`config.mk`:
```
export PLATFORM = sky130hd
export DESIGN_NAME = spi_ram_ctrl_flat
export DESIGN_NICKNAME = d
export VERILOG_FILES = /design/src/rtl/spi_ram_ctrl_if.sv /design/src/rtl/spi_ram_ctrl.sv /design/src/flat_wrapper.sv
export SDC_FILE = /design/constraint.sdc
export NUM_CORES = 2
export LEC_CHECK = 0
export CORE_ASPECT_RATIO = 0.6
export CORE_MARGIN = 2
export CORE_UTILIZATION = 31
export DETAILED_ROUTE_END_ITERATION = 8
export PLACE_DENSITY_LB_ADDON = 0.2
export SYNTH_ARGS = -nofsm -noshare
export SYNTH_HDL_FRONTEND = slang
export SYNTH_SLANG_ARGS = --single-unit
export TNS_END_PERCENT = 30
```
`constraint.sdc`:
```
create_clock -name clk -period 2.7 [get_ports clk]
set_input_delay 0.54 -clock clk [delete_from_list [all_inputs] [get_ports clk]]
set_output_delay 0.54 -clock clk [all_outputs]
set_load 0.01 [all_outputs]
```
`src/rtl/spi_ram_ctrl_if.sv`:
```
// Command/response channel between the SPI slave datapath and the RAM controller.
// The master drives commands and accepts read data; the slave is the controller.
interface spi_ram_ctrl_if #(
    parameter int ADDR_W = 8,
    parameter int DATA_W = 8
);
    localparam int P_W = (ADDR_W > DATA_W) ? ADDR_W : DATA_W;

    logic [P_W+1:0]    din;
    logic              rx_valid;
    logic              rx_ready;
    logic [DATA_W-1:0] dout;
    logic              tx_valid;
    logic              tx_ready;
    logic              err;

    modport master (
        output din, rx_valid, tx_ready,
        input  rx_ready, dout, tx_valid, err
    );

    modport slave (
        input  din, rx_valid, tx_ready,
        output rx_ready, dout, tx_valid, err
    );
endinterface

```
`src/rtl/spi_ram_ctrl.sv`:
```
// Command-decoded RAM behind the SPI slave: set/write/read with optional address
// auto-increment, read data returned over a valid/ready handshake, sticky range error.
module spi_ram_ctrl #(
    parameter int ADDR_W   = 8,
    parameter int DATA_W   = 8,
    parameter int DEPTH    = 2 ** ADDR_W,
    parameter int AUTO_INC = 1
) (
    input  logic           clk,
    input  logic           rst_n,
    spi_ram_ctrl_if.slave  bus
);
    localparam int P_W = (ADDR_W > DATA_W) ? ADDR_W : DATA_W;
    localparam logic [ADDR_W:0]   DEPTH_X   = (ADDR_W + 1)'(DEPTH);
    localparam logic [ADDR_W-1:0] LAST_ADDR = ADDR_W'(DEPTH - 1);

    typedef enum logic [1:0] {
        CMD_SET_WA = 2'b00,
        CMD_WRITE  = 2'b01,
        CMD_SET_RA = 2'b10,
        CMD_READ   = 2'b11
    } cmd_e;

    typedef enum logic {
        IDLE = 1'b0,
        HOLD = 1'b1
    } state_e;

    state_e            state, state_nxt;
    logic [ADDR_W-1:0] wr_addr, rd_addr;
    logic [DATA_W-1:0] dout_q;
    logic              err_q;
    logic [DATA_W-1:0] mem [DEPTH];

    cmd_e              cmd;
    logic [ADDR_W-1:0] cmd_addr;
    logic [DATA_W-1:0] cmd_data;
    logic              tx_valid;
    logic              accept;
    logic              read_accept;

    assign cmd         = cmd_e'(bus.din[P_W+1:P_W]);
    assign cmd_addr    = bus.din[ADDR_W-1:0];
    assign cmd_data    = bus.din[DATA_W-1:0];
    assign tx_valid    = (state == HOLD);
    assign accept      = bus.rx_valid && bus.rx_ready;
    assign read_accept = accept && (cmd == CMD_READ);

    // A pending word blocks new commands unless it is being taken this cycle.
    assign bus.rx_ready = ~tx_valid | bus.tx_ready;
    assign bus.tx_valid = tx_valid;
    assign bus.dout     = dout_q;
    assign bus.err      = err_q;

    function automatic logic in_range(input logic [ADDR_W-1:0] a);
        return {1'b0, a} < DEPTH_X;
    endfunction

    // Out-of-range addresses (reachable only via SET_*) simply count up and roll over.
    function automatic logic [ADDR_W-1:0] next_addr(input logic [ADDR_W-1:0] a);
        if (AUTO_INC == 0) return a;
        return (a == LAST_ADDR) ? '0 : a + 1'b1;
    endfunction

    // NOTE: next-state logic assigns its default before the case so no path leaves it unassigned (no latch).
    always_comb begin
        state_nxt = state;
        unique case (state)
            IDLE: if (read_accept) state_nxt = HOLD;
            HOLD: if (bus.tx_ready && !read_accept) state_nxt = IDLE;
        endcase
    end

    // NOTE: all registered state uses non-blocking assignments so every flop samples pre-edge values.
    always_ff @(posedge clk or negedge rst_n) begin
        if (!rst_n) state <= IDLE;
        else        state <= state_nxt;
    end

    always_ff @(posedge clk or negedge rst_n) begin
        if (!rst_n) begin
            wr_addr <= '0;
            rd_addr <= '0;
            dout_q  <= '0;
            err_q   <= 1'b0;
        end else if (accept) begin
            unique case (cmd)
                CMD_SET_WA: begin
                    wr_addr <= cmd_addr;
                    if (!in_range(cmd_addr)) err_q <= 1'b1;
                end
                CMD_WRITE: begin
                    if (!in_range(wr_addr)) err_q <= 1'b1;
                    wr_addr <= next_addr(wr_addr);
                end
                CMD_SET_RA: begin
                    rd_addr <= cmd_addr;
                    if (!in_range(cmd_addr)) err_q <= 1'b1;
                end
                CMD_READ: begin
                    dout_q  <= in_range(rd_addr) ? mem[rd_addr] : '0;
                    if (!in_range(rd_addr)) err_q <= 1'b1;
                    rd_addr <= next_addr(rd_addr);
                end
            endcase
        end
    end

    // NOTE: the array has no reset so its contents survive rst_n and map onto plain RAM.
    always_ff @(posedge clk) begin
        if (accept && cmd == CMD_WRITE && in_range(wr_addr))
            mem[wr_addr] <= cmd_data;
    end
endmodule

```
`src/flat_wrapper.sv`:
```
// flat-port wrapper written by rule: the top's interface ports become plain ports
module spi_ram_ctrl_flat 
#(
    parameter int ADDR_W   = 8,
    parameter int DATA_W   = 8,
    parameter int DEPTH    = 2 ** ADDR_W,
    parameter int AUTO_INC = 1
)
  (clk, rst_n, bus_din, bus_rx_valid, bus_tx_ready, bus_rx_ready, bus_dout, bus_tx_valid, bus_err);
  spi_ram_ctrl_if #(.ADDR_W(ADDR_W), .DATA_W(DATA_W)) bus_i ();
  input  logic clk;
  input  logic rst_n;
  input wire logic [$bits(bus_i.din)-1:0] bus_din;
  input wire logic [$bits(bus_i.rx_valid)-1:0] bus_rx_valid;
  input wire logic [$bits(bus_i.tx_ready)-1:0] bus_tx_ready;
  output wire logic [$bits(bus_i.rx_ready)-1:0] bus_rx_ready;
  output wire logic [$bits(bus_i.dout)-1:0] bus_dout;
  output wire logic [$bits(bus_i.tx_valid)-1:0] bus_tx_valid;
  output wire logic [$bits(bus_i.err)-1:0] bus_err;
  assign bus_i.din = bus_din;
  assign bus_i.rx_valid = bus_rx_valid;
  assign bus_i.tx_ready = bus_tx_ready;
  assign bus_rx_ready = bus_i.rx_ready;
  assign bus_dout = bus_i.dout;
  assign bus_tx_valid = bus_i.tx_valid;
  assign bus_err = bus_i.err;
  spi_ram_ctrl #(.ADDR_W(ADDR_W), .DATA_W(DATA_W), .DEPTH(DEPTH), .AUTO_INC(AUTO_INC)) u_core (.clk(clk), .rst_n(rst_n), .bus(bus_i));
endmodule
```
# Yosys cells after proc, flatten, opt, wreduce, memory -nomap -nowiden
# Memories as Yosys holds them, arrays and structs flattened. A register that Yosys moved wholly into a read port is not among the register bits.
# Cells that the tools add are included.
# word_totals
ff_bits,17
ram_bits,2048
in_bits,14
out_inout_bits,11
word_cells,34
memories,1
# mem_list
memory,words,word_bits,rd,rd_clocked_by_memory_dff,wr,line,source
u_core.mem,256,8,1,1,1,spi_ram_ctrl.sv:33,logic [DATA_W-1:0] mem [DEPTH];
# classes
add_sub_neg,2
n_eq_ne,5
muxes,9
bitwise_logic,2
n_reduce_logical,12
# ops
op,count
$pmux 8 s2,2
$add 8x1->8 const B,2
$eq 8x8->1 const B,2
$mux 8,2
$reduce_and 2->1,3
$eq 2x2->1 const B,2
$logic_and 1x1->1,4
$mux 1,4
$reduce_bool 2->1,2
$eq 2x1->1 const B,1
$logic_not 1->1,2
$logic_not 2->1,1
$pmux 1 s2,1
$not 1->1,1
$or 1x1->1,1

# Depth between registers and ports, before layout
# logic_depth
depth_word,8
ltp_mapped,13
depth_no_buf,7

# Worst setup path after synthesis
# OpenSTA, ideal clock, no wires.
# synth_path
kind,input-to-reg
start,input port bus_tx_ready
end,memory u_core.mem[219][0] (enable)
setup_time_ns,0.370
arrival_time_ns,2.484
required_ns,2.330
setup_slack_ns,-0.154
path_stages,9
path_buffers,2
path_cell_list,nand2b_1 buf_6 nand2_1 nor2_1 nand2_1 nor3b_1 nand2_1 clkbuf_1 nor2_1
# synth_between
elab_chain_len,5
# synth_rtl
item,line,source
from (decl),flat_wrapper.sv:15,input wire logic [$bits(bus_i.tx_ready)-1:0] bus_tx_ready;
$or 1x1->1,spi_ram_ctrl.sv:50,assign bus.rx_ready = ~tx_valid | bus.tx_ready;
via bus_rx_ready,flat_wrapper.sv:16,output wire logic [$bits(bus_i.rx_ready)-1:0] bus_rx_ready;
$logic_and 1x1->1,spi_ram_ctrl.sv:46,assign accept = bus.rx_valid && bus.rx_ready;
$logic_and 1x1->1,spi_ram_ctrl.sv:111,if (accept && cmd == CMD_WRITE && in_range(wr_addr))
$mux 1,spi_ram_ctrl.sv:111,
$mux 1 (implied by the code),spi_ram_ctrl.sv:112,mem[wr_addr] <= cmd_data;
to (decl),spi_ram_ctrl.sv:33,
# The timed path passes the listed nets, and every way through them passes these cells.

==> impl_metrics.yaml <==
final_layout:
  n_fill_cell: 23600
  final_area_um2: 101000
  seq_area_um2: 62100
  multi_input_area_um2: 18400
  stdcell_count: 8560
  nets: 4968
  drive_above_1_share: 0.354
  areaGrowthSynthToFinish_pct: 23.8
  fin_util: 0.386
clocking:
  root_buffer: "clkbuf_16"
  clock_path_buffers: 4
  cts_tree: "done"
  clkSinkCount: 2073
  clk_latency_ps: 870
  path_clk_slew_ps: 70
  numCtsBuffers: 195
  htreeDepth: 4
synth:
  ys_seq_area_frac: 0.764
  synth.area.top_cells: "edfxtp_1 76%, mux4_2 11%, mux2i_1 3.2%, nor2_1 1.4%, dfrtp_1 0.77%"
  ys_types: 71
  synth_edf_count: 2048
  synth.net_count: 4047
  synth.top_cell.area_share: 0.757
  synth_cells: 4028
  synthArstFlopShare: 0.0121
  synth-main-ff-cell: "edfxtp_1"
  synth-seq-cells: 2073
  synth_area_um2: 81300
  syn-mean-instance-area_um2: 20.2
  yosysWarnings: 1
  yosys.area.top_type: "edfxtp_1"
place:
  placedInstanceArea_um2: 92600
  globalplace.congestion: 0.848
  place.detailed.hpwl_um: 173000
  dp_cells: 8140
  pre_cts_ws_ps: -972
  port_buffers: 23
grt:
  grt_max_degree: 89
  grt_overflow: 0
  grt_pass1_wl_um: 357000
  grt_pass1_vias: 43400
  grtUsageTotal: 0.191
  antenna_found_initial: 17
power:
  p_comb_frac: 0.173
  p_clk_frac: 0.356
  p_total_mw: 75.7
  power_density_nw_per_um2: 752
  switching_share: 0.264
  leakage_nw: 33.1
  internal_power_mw: 55.7
  power_switching_mw: 20.0
  p_seq_frac: 0.471
  ir_drop_mv: 0.569
sta:
  rsz0062_at_grt: "true"
  period_needed_ps: 3020
  finalCritPeriodShare: 1.12
  setup_viol: 8
  final-hold-violation-count: 0
  max_freq_mhz: 331
  maxSlewViolCount: 0
  fin_ws_ps: -323
  tightest_slew_ps: 981
  fin_hold_ws_ps: 68.7
  fin_skew_ps: 47.1
  finalSetupTns_ps: -2020
  relSlewSlack: 0.346
detailed_routing:
  wl_um: 261000
  drtAntennaViolNets: 1
  drt_iter0_markers: 6230
  routedWlPerCell_um: 30.5
  via_per_inst: 5.23
  dr.pass1.iters: 6
  route.detailed.drc: 0
  route.vias.total: 44700
worst_setup_path:
  arrival_ps: 3740
  critPathMaxFanout: 6
  critPathKind: "reg -> reg"
  cp.required_ps: 3410
  critPathCaptureType: "register"
  start_kind: "register"
floorplanning:
  die_x_um: 665
  die_h_um: 401
  num_rows: 145
  start_util: 0.312
  coreArea_um2: 261000
  pin_count: 25
  dieArea_um2: 266000
worst_hold_path:
  worstHoldPathType: "in -> reg"
flow_run:
  max-cap-violations: 0
status:
  violations: "antenna rules, setup timing"
  status: "complete, but fails checks"
-- area by class of cell --
| type | instances | area share |
|---|---|---|
| well taps | 3454 | 0.0429 |
| multi-input cells | 1704 | 0.183 |
| clock inverters | 116 | 0.00930 |
| flip-flops and latches | 2073 | 0.617 |
| inverters | 6 | 0.000274 |
| repair buffers | 969 | 0.0968 |
| diodes | 8 | 0.000199 |
| clock buffers | 230 | 0.0500 |
-- cells in the final DEF, fill, tap and decap left out, drive strengths merged, types with 27 or more instances in the layout --
cell type  synthesis  final
clkinv             1     92
buf              163    941
nor2             303    303
clkbuf            82    239
a22oi             68     68
edfxtp          2048   2048
nand3             51     51
a211oi            27     27
mux2i            258    258
o22ai             80     80
o221ai            52     52
o21ai             53     53
mux4             398    398
nand2            138    138
a21oi             60     60
nor3              36     36
-- flip-flops by register name, indices dropped and copies added, names as in the netlist --
signal / cells
u_core.bus.dout: 8
u_core.bus.tx_valid: 1
u_core.mem: 2048
u_core.rd_addr: 8
u_core.wr_addr: 8
-- timing repair --
| action | in CTS | in global routing |
|---|---|---|
| setup endpoints to repair | 10 | 10 |
| hold buffers | 2 | 0 |
| buffers inserted | 29 | 24 |
| hold endpoints to repair | 3 | 0 |
| pin swaps | 16 | 41 |
| gates cloned | 5 | 9 |
| resized for setup | 134 | 111 |
-- routing by layer --
layer / track usage / vias up / wire (um)
met5: 0.00107 / - / 38
met4: 0.0326 / 2 / 4190
met3: 0.0655 / 265 / 28800
met2: 0.245 / 2064 / 101000
met1: 0.307 / 23900 / 126000
li1: - / 18500 / -
-- path summary, 6_finish.rpt --
check | start | slack [ps] | endpoint | cells after the start
hold / removal | bus_din[1] | 70 | u_core.mem[160][1] | 1
setup / recovery | u_core.rd_addr[0] | -320 | u_core.bus.dout[2] | 11
min in group asynchronous | rst_n | 560 | u_core.bus.dout[7] | 2
hold reg to reg | u_core.wr_addr[5] | 590 | u_core.wr_addr[5] | 1
setup reg to reg | u_core.rd_addr[0] | -320 | u_core.bus.dout[2] | 11
max in group asynchronous | rst_n | 1150 | u_core.wr_addr[2] | 4
-- cell usage after synthesis (4+ instances only) --
master	count
nor2b_1	8
nor2_1	303
nand2b_1	6
o41ai_1	4
o21ai_0	50
a211oi_1	27
buf_8	19
or3b_2	4
a21oi_1	60
dfrtp_1	25
buf_4	34
a22o_1	15
buf_12	17
ha_1	5
buf_6	26
nor4_1	12
mux4_2	394
mux2i_1	258
buf_1	12
or3_1	5
mux4_1	4
nand4_1	11
a2111oi_0	19
nor3_1	35
nand2_1	138
a31oi_1	9
nand3_1	51
o221ai_1	50
clkbuf_1	80
buf_2	55
o22ai_1	80
a221o_1	4
and2_1	14
a22oi_1	68
inv_1	5
edfxtp_1	2048
and3_1	7
o211ai_1	9
-- critical path, stage by stage, from the launching register on --
cell	delay [ps]
dfrtp_4	490
buf_12	160
buf_12	160
buf_12	130
buf_6	110
mux4_2	420
mux4_2	550
nor2_4	140
buf_6	130
nor3_4	80
o2111ai_4	330
o311ai_1	160
-- logic make-up (layout without fill, tap and decap cells) --
family	after synthesis	count (layout)	synth area share
mux	659	659	0.143
flops	2073	2073	0.764
simple gates	606	606	0.0321
compound gates	433	433	0.0375
other cells	1	9	0.0000461
fa+ha+maj	5	5	0.000770
buf+inv	251	1321	0.0225
-- power by group through the flow --
| stage | logic [mW] | registers [mW] | clock network, mW |
|---|---|---|---|
| after floorplan | 5.92 | 36.3 | 0 |
| after global placement | 11.8 | 36.4 | 0 |
| after detailed placement | 11.8 | 36.4 | 0 |
| after CTS | 12.5 | 35.7 | 27.4 |
| after global routing | 13.7 | 35.7 | 28.8 |
| final | 13.1 | 35.7 | 26.9 |
No activity file was read; power rests on OpenSTA's default activity.
